$ cat src/rtl/fpu_itof_seq.sv
// -----------------------------------------------------------------------------
// fpu_itof_seq
// Multi-cycle 32-bit integer (signed or unsigned) to IEEE-754 single precision
// converter. Return path of the float-to-integer unit in the FPU conversion
// slice.
//
// Flow: IDLE captures the operand, ABS forms sign and magnitude, NORM shifts
// the magnitude left one bit per cycle until its MSB is set (decrementing the
// biased exponent each shift), ROUND applies round-to-nearest-even, and DONE
// holds the result under a valid/ready handshake.
//
// Ports:
//   Clk_CI       in   clock, rising edge
//   Rst_RBI      in   asynchronous active-low reset
//   Valid_SI     in   operand valid
//   Ready_SO     out  block can accept an operand (IDLE only)
//   Operand_DI   in   integer operand [C_OP]
//   Unsigned_SI  in   1: operand unsigned, 0: two's complement
//   Valid_SO     out  result valid (DONE only)
//   Ready_SI     in   consumer accepts the result
//   Result_DO    out  {sign, exp[C_EXP], frac[C_MANT]}
//   Zero_SO      out  result is +0
//   IX_SO        out  result is inexact
// -----------------------------------------------------------------------------
module fpu_itof_seq #(
  parameter int C_OP   = 32,
  parameter int C_EXP  = 8,
  parameter int C_MANT = 23,
  parameter int C_BIAS = 127
) (
  input  logic            Clk_CI,
  input  logic            Rst_RBI,
  input  logic            Valid_SI,
  output logic            Ready_SO,
  input  logic [C_OP-1:0] Operand_DI,
  input  logic            Unsigned_SI,
  output logic            Valid_SO,
  input  logic            Ready_SI,
  output logic [C_OP-1:0] Result_DO,
  output logic            Zero_SO,
  output logic            IX_SO
);

  // Bit position of the guard bit once the magnitude is normalised (MSB set).
  localparam int LP_GUARD = C_OP - 2 - C_MANT;

  // Exponent of a magnitude whose MSB sits at bit C_OP-1.
  localparam logic [C_EXP-1:0] LP_EXP_INIT = C_EXP'(C_BIAS + C_OP - 1);

  typedef enum logic [2:0] {
    S_IDLE  = 3'd0,
    S_ABS   = 3'd1,
    S_NORM  = 3'd2,
    S_ROUND = 3'd3,
    S_DONE  = 3'd4
  } state_t;

  // Round-to-nearest-even decision from guard, sticky and fraction LSB.
  function automatic logic rne_up(input logic guard, input logic sticky,
                                  input logic lsb);
    rne_up = guard & (sticky | lsb);
  endfunction

  state_t              r_state;
  logic [C_OP-1:0]     r_op;
  logic                r_uns;
  logic                r_sign;
  logic [C_OP-1:0]     r_mag;
  logic [C_EXP-1:0]    r_exp;
  logic                r_ready;
  logic                r_valid;
  logic [C_OP-1:0]     r_result;
  logic                r_zero;
  logic                r_ix;

  logic                w_sign;
  logic [C_OP-1:0]     w_mag;
  logic [C_MANT-1:0]   w_frac;
  logic                w_guard;
  logic                w_sticky;
  logic [C_MANT:0]     w_frac_sum;
  logic [C_MANT-1:0]   w_frac_rnd;
  logic [C_EXP-1:0]    w_exp_rnd;

  // Sign and magnitude of the captured operand (most negative value maps to itself).
  always_comb begin
    w_sign = 1'b0;
    w_mag  = r_op;
    w_sign = ~r_uns & r_op[C_OP-1];
    if (w_sign) begin
      w_mag = ~r_op + C_OP'(1);
    end else begin
      w_mag = r_op;
    end
  end

  // Rounding of the normalised magnitude; a carry out of the fraction bumps the exponent.
  always_comb begin
    w_frac     = r_mag[C_OP-2 -: C_MANT];
    w_guard    = r_mag[LP_GUARD];
    w_sticky   = |r_mag[LP_GUARD-1:0];
    w_frac_sum = {1'b0, w_frac} + {{C_MANT{1'b0}}, rne_up(w_guard, w_sticky, w_frac[0])};
    w_frac_rnd = w_frac_sum[C_MANT-1:0];
    w_exp_rnd  = r_exp;
    if (w_frac_sum[C_MANT]) begin
      w_exp_rnd = r_exp + C_EXP'(1);
    end else begin
      w_exp_rnd = r_exp;
    end
  end

  // Conversion FSM with registered handshake and result outputs.
  always_ff @(posedge Clk_CI or negedge Rst_RBI) begin
    if (!Rst_RBI) begin
      r_state  <= S_IDLE;
      r_op     <= '0;
      r_uns    <= 1'b0;
      r_sign   <= 1'b0;
      r_mag    <= '0;
      r_exp    <= '0;
      r_ready  <= 1'b1;
      r_valid  <= 1'b0;
      r_result <= '0;
      r_zero   <= 1'b0;
      r_ix     <= 1'b0;
    end else begin
      case (r_state)
        S_IDLE: begin
          if (Valid_SI) begin
            r_op    <= Operand_DI;
            r_uns   <= Unsigned_SI;
            r_ready <= 1'b0;
            r_state <= S_ABS;
          end
        end
        S_ABS: begin
          r_sign <= w_sign;
          r_mag  <= w_mag;
          r_exp  <= LP_EXP_INIT;
          if (w_mag == '0) begin
            r_result <= '0;
            r_zero   <= 1'b1;
            r_ix     <= 1'b0;
            r_valid  <= 1'b1;
            r_state  <= S_DONE;
          end else begin
            r_state <= S_NORM;
          end
        end
        S_NORM: begin
          if (r_mag[C_OP-1]) begin
            r_state <= S_ROUND;
          end else begin
            r_mag <= {r_mag[C_OP-2:0], 1'b0};
            r_exp <= r_exp - C_EXP'(1);
          end
        end
        S_ROUND: begin
          r_result <= {r_sign, w_exp_rnd, w_frac_rnd};
          r_zero   <= 1'b0;
          r_ix     <= w_guard | w_sticky;
          r_valid  <= 1'b1;
          r_state  <= S_DONE;
        end
        S_DONE: begin
          if (Ready_SI) begin
            r_valid <= 1'b0;
            r_ready <= 1'b1;
            r_state <= S_IDLE;
          end
        end
        default: begin
          r_valid <= 1'b0;
          r_ready <= 1'b1;
          r_state <= S_IDLE;
        end
      endcase
    end
  end

  assign Ready_SO  = r_ready;
  assign Valid_SO  = r_valid;
  assign Result_DO = r_result;
  assign Zero_SO   = r_zero;
  assign IX_SO     = r_ix;

endmodule

$ cat config.mk
export PLATFORM = sky130hd
export DESIGN_NAME = fpu_itof_seq
export DESIGN_NICKNAME = d
export VERILOG_FILES = /design/src/rtl/fpu_itof_seq.sv
export SDC_FILE = /design/constraint.sdc
export NUM_CORES = 1
export LEC_CHECK = 0
export BUFFER_PORTS_ARGS = -buffer_cell sky130_fd_sc_hd__buf_2
export CORE_ASPECT_RATIO = 0.6
export CORE_UTILIZATION = 59
export DETAILED_ROUTE_END_ITERATION = 8
export PLACE_DENSITY = 0.8
export SETUP_SLACK_MARGIN = 0.1
export SLEW_MARGIN = 20
export SYNTH_ARGS = -nofsm -noshare
export SYNTH_HDL_FRONTEND = slang
export SYNTH_SLANG_ARGS = --single-unit
export TNS_END_PERCENT = 10
$ cat constraint.sdc
create_clock -name Clk_CI -period 4 [get_ports Clk_CI]
set_input_delay 0.8 -clock Clk_CI [delete_from_list [all_inputs] [get_ports Clk_CI]]
set_output_delay 0.8 -clock Clk_CI [all_outputs]
set_load 0.1 [all_outputs]
## Word level (Yosys, flattened, before mapping)

Index checks and enable logic that the tools add are counted.

| cells by class | value |
|---|---|
| add/subtract/negate cells | 4 |
| eq/ne operators | 9 |
| mux-type cells | 22 |
| bitwise operators | 8 |
| reductions and logical operators | 13 |

Operators with widths:

| operator | count |
|---|---|
| one-hot mux 32 bit (2 select lines) | 2 |
| 2-to-1 mux 32 bit | 3 |
| adder 32 x 1 -> 32 bit (second input constant) | 1 |
| logical NOT 32 bit | 1 |
| inverter 32 bit | 1 |
| adder 23 x 1 -> 24 bit | 1 |
| 2-to-1 mux 8 bit | 2 |
| one-hot mux 8 bit (2 select lines) | 1 |
| one-hot mux 3 bit (5 select lines) | 1 |
| 2-to-1 mux 3 bit | 4 |
| inequality test 2 bit (second input constant) | 5 |
| AND reduction 3 bit | 3 |
| adder 8 x 1 -> 8 bit (second input constant) | 1 |
| subtractor 8 x 1 -> 8 bit (second input constant) | 1 |
| OR reduction 7 bit | 1 |
| == test 3 x 2 -> 1 bit (second input constant) | 2 |
| AND reduction 2 bit | 3 |
| 2-to-1 mux 1 bit | 5 |
| one-hot mux 1 bit (2 select lines) | 2 |
| one-hot mux 1 bit (4 select lines) | 1 |
| nonzero test 2 bit | 2 |
| == test 3 x 1 -> 1 bit (second input constant) | 1 |
| == test 3 bit (second input constant) | 1 |
| logical NOT 3 bit | 1 |
| 6 further kinds | 10 |

| storage, ports and cells | value |
|---|---|
| register bits | 113 |
| input bits | 37 |
| output and inout port bits | 36 |
| logic and storage cells | 68 |

## Depth between registers and ports, before layout

| logic depth | value |
|---|---|
| word-level depth | 6 |
| depth in mapped cells | 13 |
| gate-level depth less buffers | 13 |

## Least setup slack after synthesis

OpenSTA, ideal clock, no wires.

| timing path | value |
|---|---|
| path type | register to register |
| start point | reg r_op[0] |
| end point | reg r_result[10] (netlist: Result_DO[10]) |
| setup time | 0.120 ns |
| arrival | 2.817 ns |
| required time | 3.880 ns |
| slack | 1.063 ns |
| stages on the path, launching flop included | 13 |
| path buffers | 2 |
| clock period less this slack | 2.937 ns |
| path through | dfrtp_1 inv_1 ha_1 nor4b_4 and4_1 buf_2 nor4b_4 xor2_1 a31oi_1 or4_4 nor3_4 buf_4 nor2_1 |

| on the way | value |
|---|---|
| cells in the longest elaborated chain, start to end | 6 |

Ends and longest elaborated chain:

| what | line | RTL |
|---|---|---|
| start: declaration | 65 | `logic [C_OP-1:0] r_op;` |
| start signal: assignment | 130 | `r_op <= Operand_DI;` |
| inverter 32 bit | 91 | `w_mag = ~r_op + C_OP'(1);` |
| adder 32 x 1 -> 32 bit | 91 |  |
| 2-to-1 mux 32 bit * | 90 | `if (w_sign) begin` |
| logical NOT 32 bit * | 140 | `if (w_mag == '0) begin` |
| inequality test 2 bit (no line) * | - |  |
| AND reduction 2 bit (no line) * | - |  |
| end signal: assignment | 159 | `r_result <= {r_sign, w_exp_rnd, w_frac_rnd};` |
| end: declaration | 72 | `logic [C_OP-1:0] r_result;` |

Mark *: on every way between the ends. The rest lies on a longest branch, timed or not.
A chain may end at the register's enable or synchronous reset.

## Worst setup path after layout

| timing path | value |
|---|---|
| start point | reg r_op[0] |
| end point | reg r_result[27] (netlist: Result_DO[27]) |

The elaborated chain is that of the path after synthesis.

==> summary.md <==
| Metric | Value |
|---|---|
| Status | finished clean |
| Largest fanout of any net on the critical path | 32 |
| Post-DR vias/cell | 6.31 |
| Post-layout net count | 783 |
| Number of placement rows | 28 |
| Number of antenna violations at the first check in global routing | 0 |
| Area growth, synth to finish | 16.7% |
| Yosys reg bits | between 100 and 150 |
| Sequential fraction of design power | 0.316 |
| Number of violations reported at the end of detailed-routing iteration 0 | roughly 550 |
| Vias in the first global route | 5208 |
| Fmax achieved | 283 MHz |
| Share of total power in the clock network | 0.214 |
| # Post-CTS Setup Buffers | 0 |
| Chip height | 82.5 µm |
| Finish-stage setup viols | 0 |
| Internal power | around 3.8 mW |
| Top_reg_cell synth | sky130_fd_sc_hd__dfrtp_1 |
| Maximum level of the CTS H-tree | 4 |
| Post-cts resize count | 0 |
| Net switching power | 3.76 mW |
| Class of the most critical hold timing path | register to register |
| Unrepaired setup endpoints after global routing | false |
| Overall track demand over capacity in global routing | 0.311 |
| Clock insertion delay at the later pin of the skew report | 0.42 ns |
| Number of antenna diodes | 0 |
| Final critical-path share of the clock period | 0.885 |
| Placer Congestion | 0.940 |
| Measured slew at the worst slew-check pin | 0.966 ns |
| Post-synth ARST share | 1.00 |
| CTS clock-pin slew for the worst setup and hold paths | 0.05 ns |
| Post-synthesis area per instance | 9.29 µm² |
| Number of top-level pins | 73 |
| Area enclosed by the die boundary | 11200 µm² |
| Setup TNS after final layout | 0 ns |
| Inserted Clock Buffers | 17 |
| Starting Density | 0.627 |
| CTS Sinks | 113 |
| Warning count from the yosys run | 0 |
| Number of iterations in the first detailed-routing pass | 6 |
| Worst Setup EP | Result_DO[27] |
| First-pass GRT wire length | 26400 µm |
| Total via count after detailed routing | 5603 |
| Remaining antenna violation count | 0 |
| Minimum setup slack among reg-to-reg paths | 0.46 ns |
| Post-route DRC | 0 |
| Power Density | a little over 1000 nW/µm² |
| Leakage component of the power | 3.13 nW |
| Critical Path Start | r_op[0] |
| Type of origin of the critical path | register |
| Horizontal extent of the die | between 100 and 150 µm |
| Combinational Power Share | 0.469 |
| Minimum clock period | 3.54 ns |
| Floorplan Core Area | around 10000 µm² |
| End of the worst register-to-register path | Result_DO[27] |
| Most frequent standard cell in the layout excluding fill and tap cells | sky130_fd_sc_hd__dfrtp_1 |
| Proportion of layout cells with a drive suffix above 1 | 0.210 |
| Syn Nets | 729 |
| Number of input and output port buffers inserted | 72 |
| WL per Instance | ~19 µm |
| Number of standard cells after synthesis | approximately 700 |
| Cell at the root of the clock tree | sky130_fd_sc_hd__clkbuf_16 |
| TritonCTS clock tree | done |
| Worst path arrival time | 3.82 ns |
| Post-synthesis instance area | 6370 µm² |
| Count of final hold-check violations | 0 |
| Largest net degree at the start of global routing | 74 |
| Worst setup skew after layout | 0.0131 ns |
| Hold bufs inserted after CTS | 0 |
| DP Area | 6800 µm² |
| Commonest cells after routing, fill and taps aside | sky130_fd_sc_hd__dfrtp_1, sky130_fd_sc_hd__nor2_1, sky130_fd_sc_hd__buf_2 |
| Number of slew-limit violations in the final report | 0 |
| Number of flops mapped to enable cells by yosys | 0 |
| Number of cell instances on the worst register-to-register path | 11 |
| Detailed placement HPWL | 11300 µm |
| Sum of overflow across all layers after global routing | 0 |
| Max-cap check violation count | 0 |
| Clock Tree Buf Depth | 2 |
| Endpoint required time on the critical path | between 4 and 5 ns |
| Sw Share | 0.495 |
| Max_slew headroom | 0.356 |
| Type of the worst setup path | register to register |
| Peak supply drop | between 0.7 and 0.8 mV |
| Final wirelength | 16500 µm |
| Design area | roughly 7400 µm² |
| Number of distinct standard cells referenced by the synthesized netlist | between 50 and 60 |
| Launch instance of the worst register-to-register path | r_op[0] |
| Setup crit end kind | register |
| Post-synthesis sequential area ratio | 0.444 |
[power by group through the flow]
stage | sequential (mW) | clock (mW) | combinational (mW)
floorplan | 3.08 | 0 | 1.98
global placement | 2.35 | 0 | 3.44
detailed placement | 2.38 | 0 | 3.51
CTS | 2.38 | 1.63 | 3.54
global route | 2.47 | 1.69 | 3.82
finish | 2.40 | 1.63 | 3.56
[per-stage QoR]
step                      hold slack, ns  power [mW]  worst slack [ns]  instances   util
final                              0.490        7.60             0.462        888  0.732
after global routing               0.517        7.99             0.239        888  0.732
after CTS                          0.485        7.55             0.542        888  0.732
after detailed placement           0.463        5.89             0.577        856  0.669
after global placement             0.458        5.78             0.723        856  0.669
after floorplan                    0.450        5.06              1.06        686      -
[logic make-up (layout without fill, tap and decap cells)]
kind of cell	count (synthesis)	count (layout)	share of synthesized area
compound gates	155	155	0.148
xor+xnor	60	60	0.0825
fa+ha+maj	6	6	0.0118
buf+inv	59	126	0.0379
flops	113	113	0.444
mux	37	37	0.0642
simple gates	256	256	0.212
[synthesized netlist by cell type (2+ instances only)]
| cell type | n | area [µm²] |
|---|---|---|
| sky130_fd_sc_hd__nor3_4 | 2 | 32.5 |
| sky130_fd_sc_hd__dfrtp_1 | 112 | 2800 |
| sky130_fd_sc_hd__o31ai_1 | 2 | 15.0 |
| sky130_fd_sc_hd__ha_1 | 6 | 75.1 |
| sky130_fd_sc_hd__nor4b_4 | 2 | 47.6 |
| sky130_fd_sc_hd__inv_1 | 11 | 41.3 |
| sky130_fd_sc_hd__a22oi_1 | 32 | 240 |
| sky130_fd_sc_hd__buf_2 | 4 | 20.0 |
| sky130_fd_sc_hd__o2bb2ai_1 | 2 | 17.5 |
| sky130_fd_sc_hd__clkbuf_1 | 38 | 143 |
| sky130_fd_sc_hd__or3_1 | 7 | 43.8 |
| sky130_fd_sc_hd__and2_1 | 4 | 25.0 |
| sky130_fd_sc_hd__buf_1 | 2 | 7.51 |
| sky130_fd_sc_hd__a211oi_1 | 3 | 22.5 |
| sky130_fd_sc_hd__xnor2_1 | 38 | 333 |
| sky130_fd_sc_hd__mux2i_1 | 6 | 60.1 |
| sky130_fd_sc_hd__and4_1 | 5 | 43.8 |
| sky130_fd_sc_hd__nor2b_1 | 3 | 18.8 |
| sky130_fd_sc_hd__a21oi_1 | 39 | 195 |
| sky130_fd_sc_hd__nor4_1 | 13 | 81.3 |
| sky130_fd_sc_hd__xor2_1 | 22 | 193 |
| sky130_fd_sc_hd__o21a_1 | 3 | 22.5 |
| sky130_fd_sc_hd__a31oi_1 | 10 | 62.6 |
| sky130_fd_sc_hd__buf_4 | 2 | 15.0 |
| sky130_fd_sc_hd__nor4_4 | 2 | 42.5 |
| sky130_fd_sc_hd__or4_4 | 2 | 22.5 |
| sky130_fd_sc_hd__nand2_1 | 56 | 210 |
| sky130_fd_sc_hd__nand3_1 | 10 | 50.1 |
| sky130_fd_sc_hd__nand4b_1 | 2 | 17.5 |
| sky130_fd_sc_hd__mux2_2 | 31 | 349 |
| sky130_fd_sc_hd__nor3_1 | 26 | 130 |
| sky130_fd_sc_hd__nor2_1 | 82 | 308 |
| sky130_fd_sc_hd__o21ai_0 | 51 | 255 |
| sky130_fd_sc_hd__a41oi_1 | 2 | 17.5 |
| sky130_fd_sc_hd__a21o_1 | 2 | 15.0 |
| sky130_fd_sc_hd__nand4_1 | 16 | 100 |
| sky130_fd_sc_hd__nand2b_1 | 4 | 25.0 |
| sky130_fd_sc_hd__or4_1 | 4 | 30.0 |
| sky130_fd_sc_hd__and3_1 | 9 | 56.3 |
[flip-flops by register name, summed over array words and instances, names as in the netlist]
signal     cells
r_exp          8
r_mag         32
r_sign         1
Valid_SO       1
Ready_SO       1
r_state        3
r_uns          1
Result_DO     32
r_op          32
Zero_SO        1
IX_SO          1
[worst min-delay path by stage]
stage / startpoint / endpoint / depth (start not counted)
final: Zero_SO / Zero_SO / 1
after global routing: Zero_SO / Zero_SO / 1
after CTS: Zero_SO / Zero_SO / 1
after detailed placement: Zero_SO / Zero_SO / 1
after global placement: Zero_SO / Zero_SO / 1
after floorplan: r_sign / r_sign / 2
[per-layer routing]
metal | track usage | part of all wire
met1 | 0.427 | 0.45
met2 | 0.483 | 0.45
met3 | 0.0788 | 0.091
met4 | 0.103 | 0.015
met5 | 0 | 0
[layout make-up]
cell class,count,area (µm²)
clock buffers,20,457
clock inverters,12,181
fillers,748,2730
inverters,12,45.0
multi-input cells,514,3300
flip-flops and latches,113,2830
well taps,135,169
repair buffers,82,450
[worst max-delay path, stage by stage, from the launching register on]
cell and delay (ns):
sky130_fd_sc_hd__dfrtp_1 0.41, sky130_fd_sc_hd__inv_1 0.16, sky130_fd_sc_hd__ha_1 0.27, sky130_fd_sc_hd__nor4b_4 0.31
sky130_fd_sc_hd__and4_1 0.45, sky130_fd_sc_hd__nor4b_4 0.28, sky130_fd_sc_hd__xor2_1 0.19, sky130_fd_sc_hd__a31oi_1 0.14
sky130_fd_sc_hd__or4_4 0.59, sky130_fd_sc_hd__nor3_4 0.12, sky130_fd_sc_hd__buf_4 0.35, sky130_fd_sc_hd__nor3_1 0.13
Power figures use the tool's default switching activity.
